==> config.mk <==
export PLATFORM = sky130hd
export DESIGN_NAME = mem_arbiter
export DESIGN_NICKNAME = d
export VERILOG_FILES = /design/src/rtl/mem_arbiter.sv
export SDC_FILE = /design/constraint.sdc
export NUM_CORES = 1
export LEC_CHECK = 0
export CORE_MARGIN = 2
export CORE_UTILIZATION = 67
export CTS_CLUSTER_SIZE = 16
export DETAILED_ROUTE_END_ITERATION = 8
export DONT_BUFFER_PORTS = 1
export GPL_TIMING_DRIVEN = 0
export MAX_ROUTING_LAYER = met4
export PLACE_DENSITY_LB_ADDON = 0.1
export SYNTH_ARGS = -nofsm -noshare
export SYNTH_HDL_FRONTEND = slang
export SYNTH_SLANG_ARGS = --single-unit
==> constraint.sdc <==
create_clock -name clk -period 5.1 [get_ports clk]
set_input_delay 1.53 -clock clk [delete_from_list [all_inputs] [get_ports clk]]
set_output_delay 1.53 -clock clk [all_outputs]
set_load 0.02 [all_outputs]
==> src/rtl/mem_arbiter.sv <==
// mem_arbiter: shares one main-memory port between the I-cache and D-cache paths, one transaction at a time
module mem_arbiter #(
  parameter int MEM_LAT = 4
) (
  input  logic        clk,
  input  logic        rst,
  input  logic        i_req,
  input  logic [15:0] i_addr,
  output logic        i_done,
  output logic [15:0] i_rdata,
  input  logic        d_req,
  input  logic        d_wr,
  input  logic [15:0] d_addr,
  input  logic [15:0] d_wdata,
  output logic        d_done,
  output logic [15:0] d_rdata,
  output logic        mem_en,
  output logic        mem_wr,
  output logic [15:0] mem_addr,
  output logic [15:0] mem_wdata,
  input  logic [15:0] mem_rdata,
  output logic [15:0] i_grant_cnt,
  output logic [15:0] d_grant_cnt,
  output logic [15:0] conflict_cnt
);
  typedef enum logic [1:0] {IDLE, ISSUE, WAIT, RESP} state_t;
  state_t state, nextState;
  logic pri, ownerD, latWr, grant, grantD, conflict, last;
  logic [3:0] waitCnt;
  always_comb begin
    conflict = i_req && d_req;
    grant = state == IDLE && (i_req || d_req);
    grantD = conflict ? !pri : d_req;
    last = state == WAIT && waitCnt == 4'd0;
    nextState = state == IDLE ? (grant ? ISSUE : IDLE) :
                state == ISSUE ? WAIT :
                state == WAIT ? (last ? RESP : WAIT) : IDLE;
  end
  always_ff @(posedge clk) begin
    if (!rst) begin
      state <= IDLE;
      pri <= 1'b0;
      ownerD <= 1'b0;
      latWr <= 1'b0;
      waitCnt <= 4'd0;
      mem_en <= 1'b0;
      mem_wr <= 1'b0;
      mem_addr <= 16'h0;
      mem_wdata <= 16'h0;
      i_done <= 1'b0;
      d_done <= 1'b0;
      i_rdata <= 16'h0;
      d_rdata <= 16'h0;
      i_grant_cnt <= 16'h0;
      d_grant_cnt <= 16'h0;
      conflict_cnt <= 16'h0;
    end else begin
      state <= nextState;
      mem_en <= grant;
      mem_wr <= grant && grantD && d_wr;
      mem_addr <= grant ? (grantD ? d_addr : i_addr) : 16'h0;
      mem_wdata <= grant && grantD ? d_wdata : 16'h0;
      waitCnt <= state == ISSUE ? 4'(MEM_LAT - 1) : waitCnt - 4'd1;
      i_done <= last && !ownerD;
      d_done <= last && ownerD;
      if (last && !ownerD) i_rdata <= mem_rdata;
      if (last && ownerD && !latWr) d_rdata <= mem_rdata;
      if (grant) begin
        ownerD <= grantD;
        latWr <= grantD && d_wr;
        pri <= pri ^ conflict;
        i_grant_cnt <= i_grant_cnt + 16'(!grantD);
        d_grant_cnt <= d_grant_cnt + 16'(grantD);
        conflict_cnt <= conflict_cnt + 16'(conflict);
      end
    end
  end
endmodule
## Word-level counts from Yosys, hierarchy flattened

Index checks and enable logic that the tools add are counted.

- Output and inout port bits: 116
- Bits in read-only memories: 0
- Bits in registers: 125
- Bits in latches: 0
- Memories kept: 0
- Memory bits (writable): 0

- Shifts and indexed selects: 0
- Divide/modulo/power cells: 0
- Multiply operators: 0
- $add $sub $neg: 4
- Multiplexer cells: 8
- Reduce and logical (&&, ||, !) cells: 19
- Bitwise operators: 2
- Equality and inequality tests: 2
- $lt $le $gt $ge: 0

Operators with widths:

| operator | number |
|---|---|
| $add A16 B1 Y16 | 3 |
| $mux W16 | 1 |
| $logic_and A1 B1 Y1 | 9 |
| $mux W2 | 4 |
| $logic_not A1 Y1 | 4 |
| $logic_not A4 Y1 | 1 |
| $reduce_and A2 Y1 | 2 |
| $sub A4 B1 Y4 const B | 1 |
| $mux W1 | 3 |
| $eq A2 B1 Y1 const B | 1 |
| $eq A2 B2 Y1 const B | 1 |
| $logic_not A2 Y1 | 1 |
| $reduce_or A2 Y1 | 1 |
| $logic_or A1 B1 Y1 | 1 |
| $not A1 Y1 | 1 |
| $xor A1 B1 Y1 | 1 |

## Longest topological paths before layout

- Depth after elaboration: 6
- Gate-level depth with buffers: 9
- Depth with buffers taken out: 8

## Least setup slack after synthesis

Ideal clock, no wire load.

- Path kind: input -> register
- Start point: input d_req
- End point: register d_grant_cnt[14]
- Setup slack: 1.425 ns
- Stages on the path: 7
- Path buffers: 1
- Data arrival time: 3.605 ns
- Required time: 5.030 ns
- Cell sequence: a21boi_2 clkbuf_1 ha_1 o2111ai_2 or3_4 or4_1 a21oi_1

- Longest elaborated chain between the ends: 3

Ends and longest elaborated chain:

| what | RTL line | source |
|---|---|---|
| start, declared | 11 | `input logic d_req,` |
| $logic_and A1 B1 Y1 | 31 | `conflict = i_req && d_req;` |
| $mux W1 | 33 | `grantD = conflict ? !pri : d_req;` |
| $add A16 B1 Y16 | 73 | `d_grant_cnt <= d_grant_cnt + 16'(grantD);` |
| end signal, assigned | 73 |  |
| end, declared | 23 | `output logic [15:0] d_grant_cnt,` |

Parallel ways exist; a longest one is shown, timed or not.
A chain may end at the register's enable or synchronous reset.

## Worst setup path in the final report

Same ends and word-level chain as after synthesis.

==> key figures <==
Run status
  – Status: finished clean

Floorplan
  – Core area: 6870 sq um
  – Die height: 88.7 microns
  – Die Width: 88.7 microns
  – Core Rows: 30
  – Boundary pin count: 185
  – Initial Utilization: 69.9%
  – Die area: 7860 sq um

Setup path
  – Critical Path Sink: d_grant_cnt[14]
  – Worst R2R Setup Slack: 2.17 ns
  – Startpoint types: primary input
  – CP endpoint kind: register
  – WS Path Type: primary input to register
  – Worst path arrival time: 4.06 ns
  – Reg2reg end: d_grant_cnt[14]
  – FF-to-FF Start: pri
  – CP Max Fanout: 11
  – Crit path from: d_req
  – R2R depth: 7
  – WP data required: 5.54 ns

Yosys
  – Area contributors post-synth: dfxtp_1 52%, nand2_1 7.6%, a21oi_1 5.1%
  – Sequential share of the synthesized area: 52.1%
  – Cells after Synth: 534
  – Mapped Area: 4800 sq um
  – Post-Syn Nets: 614
  – Async SR Flop Fraction: 0%
  – Top-count cell post-synth: dfxtp_1
  – Syn Area/Cell: 9.00 sq um
  – Synth Warn #: 0
  – Distinct cells, synth: 40
  – Post-synth top cells: 125 x dfxtp_1, 97 x nand2_1, 54 x nor2_1
  – Yosys top cell by area: dfxtp_1
  – Post-synthesis register bit count: 125
  – EDFF count, synth: 0
  – Main synth FF type: dfxtp_1
  – Yosys top cell area share: 52.1%

Final layout
  – Post-layout nets: 633
  – Share of cells above drive strength 1: 7.24%
  – Synth-to-layout area growth: 15.7%
  – # diodes: 0
  – Final Cell Area: 5560 sq um
  – Fillers: 448

Clock network
  – CTS Buf Count: 17
  – Setup bufs post-CTS: 0
  – CTS Root Cell: clkbuf_8
  – Clock tree from TritonCTS: done
  – Clk_lat worst skew: 0.51 ns
  – Clk buf depth: 2
  – Clock Sinks: 125
  – Hold buffer count at cts: 0
  – H-tree depth: 4
  – PostCTS Resize Cnt: 0
  – Worst-path clk slew: 0.06 ns

Flow run
  – Maxcap violations: 0

GRT
  – Met1 GRT Util: 33.3%
  – Met2 usage: 48.8%
  – Vias in the first global route: 3,769
  – Grt ovf: 0
  – Most Crowded Layer GR: met2
  – Initial antenna violation count: 0
  – Global Route Usage Sum: 29.8%
  – Met3 global-route usage: 11.3%
  – First-pass GRT wire length: 17,500 microns
  – Pin count of the biggest net entering global routing: 17

Placement
  – Post-Place Worst Slack: 1.00 ns
  – Post-DP HPWL: 7800 microns
  – I/O Buffers: 0
  – Placed Instance Area: 4920 sq um
  – Global placement routability congestion: 0.848

Power and ir drop
  – Worst vdd ir: 409 uV
  – Pwr dens: 433 nW/um^2
  – Leak: 2.18 nW

Timing
  – Fin crit period: 3.62 ns
  – Worst Max-Slew Pin Slew: 0.572 ns
  – Final setup violation count: 0
  – Setup TNS: 0 ns
  – Clock skew: 0.00694 ns
  – Final setup margin: 1.48 ns
  – F_max: 0.277 GHz
  – RSZ-0062 raised after global routing: no
  – Period utilisation layout: 70.9%
  – Fin. Hold Viols: 0
  – Slew HR: 61.6%
  – Slew Limit Fails: 0
  – Hold_ws: 0.467 ns

Routing
  – DRC viols: 0
  – Final wirelength: 11,500 microns
  – Drt initial violations: 222
  – Vias: 3,897
  – Final ANT Viol Nets: 0
  – Vias per Instance: 5.89
  – 1st-pass router iterations: 5
  – Avg WL per Cell: 17.3 microns

Min path
  – Hold Path Class: register to register
report_power, final:
part,internal [mW],switching [mW],total [mW],leakage [nW]
clock network,0.824,0.433,1.26,0.298
logic,0.0331,0.0674,0.101,0.865
registers,1.00,0.0430,1.05,1.01
total,1.86,0.544,2.41,2.18
per-layer routing:
metal,routed length [microns],vias up
li1,-,1854
met1,4340,1846
met2,5870,176
met3,1070,21
met4,190,0
met5,0,-
cells in the final DEF, fill, tap and decap left out, types with 8 or more instances in the layout:
cell | Yosys | routed
a21oi_1 | 49 | 49
and2_1 | 21 | 21
clkbuf_1 | 22 | 23
clkbuf_16 | 0 | 16
dfxtp_1 | 125 | 125
ha_1 | 11 | 11
inv_1 | 10 | 10
mux2i_1 | 20 | 20
nand2_1 | 97 | 97
nand3_1 | 11 | 11
nand4_1 | 16 | 16
nor2_1 | 54 | 54
or3_1 | 8 | 8
xnor2_1 | 15 | 15
xor2_1 | 17 | 17
how the worst min path moves through the flow:
stage / from / end / slack [ns] / depth (start not counted)
after global routing: waitCnt[0] / waitCnt[0] / 0.49 / 1
after floorplan: waitCnt[0] / waitCnt[0] / 0.43 / 1
after global placement: waitCnt[0] / waitCnt[0] / 0.45 / 1
after CTS: waitCnt[0] / waitCnt[0] / 0.47 / 1
final: waitCnt[0] / waitCnt[0] / 0.47 / 1
after detailed placement: waitCnt[0] / waitCnt[0] / 0.45 / 1
layout make-up:
| type | instances | area, sq um | area share (%) |
|---|---|---|---|
| Inverter | 12 | 45.0 | 0.811 |
| Tap cell | 96 | 120 | 2.16 |
| Clock inverter | 12 | 186 | 3.36 |
| Clock buffer | 20 | 445 | 8.02 |
| Sequential cell | 125 | 2500 | 45.0 |
| Multi-Input combinational cell | 373 | 2160 | 38.9 |
| Buffer | 24 | 92.6 | 1.67 |
sequential cells by signal, summed over array words and instances, names as in the netlist:
register / cells
i_rdata: 16
ownerD: 1
d_grant_cnt: 16
mem_en: 1
latWr: 1
mem_wr: 1
i_done: 1
mem_wdata: 16
waitCnt: 4
d_done: 1
conflict_cnt: 16
mem_addr: 16
d_rdata: 16
pri: 1
i_grant_cnt: 16
state: 2
metrics by stage:
| step | std cells | utilization, % | power (mW) |
|---|---|---|---|
| 3_3_place_gp | 630 | 71.7 | 1.16 |
| 5_1_grt | 662 | 80.9 | 2.47 |
| 3_5_place_dp | 630 | 71.7 | 1.17 |
| 2_1_floorplan | 534 | - | 1.14 |
| 4_1_cts | 662 | 80.9 | 2.42 |
| 6_report | 662 | 80.9 | 2.41 |
logic make-up after synthesis:
family / count (synthesis) / share of synthesized area [%]
AND/OR/NAND/NOR: 236 / 22.9
multiplexers: 20 / 4.17
flip-flops: 125 / 52.1
XOR/XNOR: 32 / 5.83
adder cells (fa/ha/maj): 11 / 2.87
buffers and inverters: 36 / 2.87
AO/OA/AOI/OAI: 74 / 9.30
worst max-delay path, cell delays in order:
cell	delay [ns]
a21boi_2	0.40
clkbuf_1	0.48
ha_1	0.30
o2111ai_2	0.23
or3_4	0.48
or4_1	0.50
a21oi_1	0.14
(Power assumes the default switching activity.)
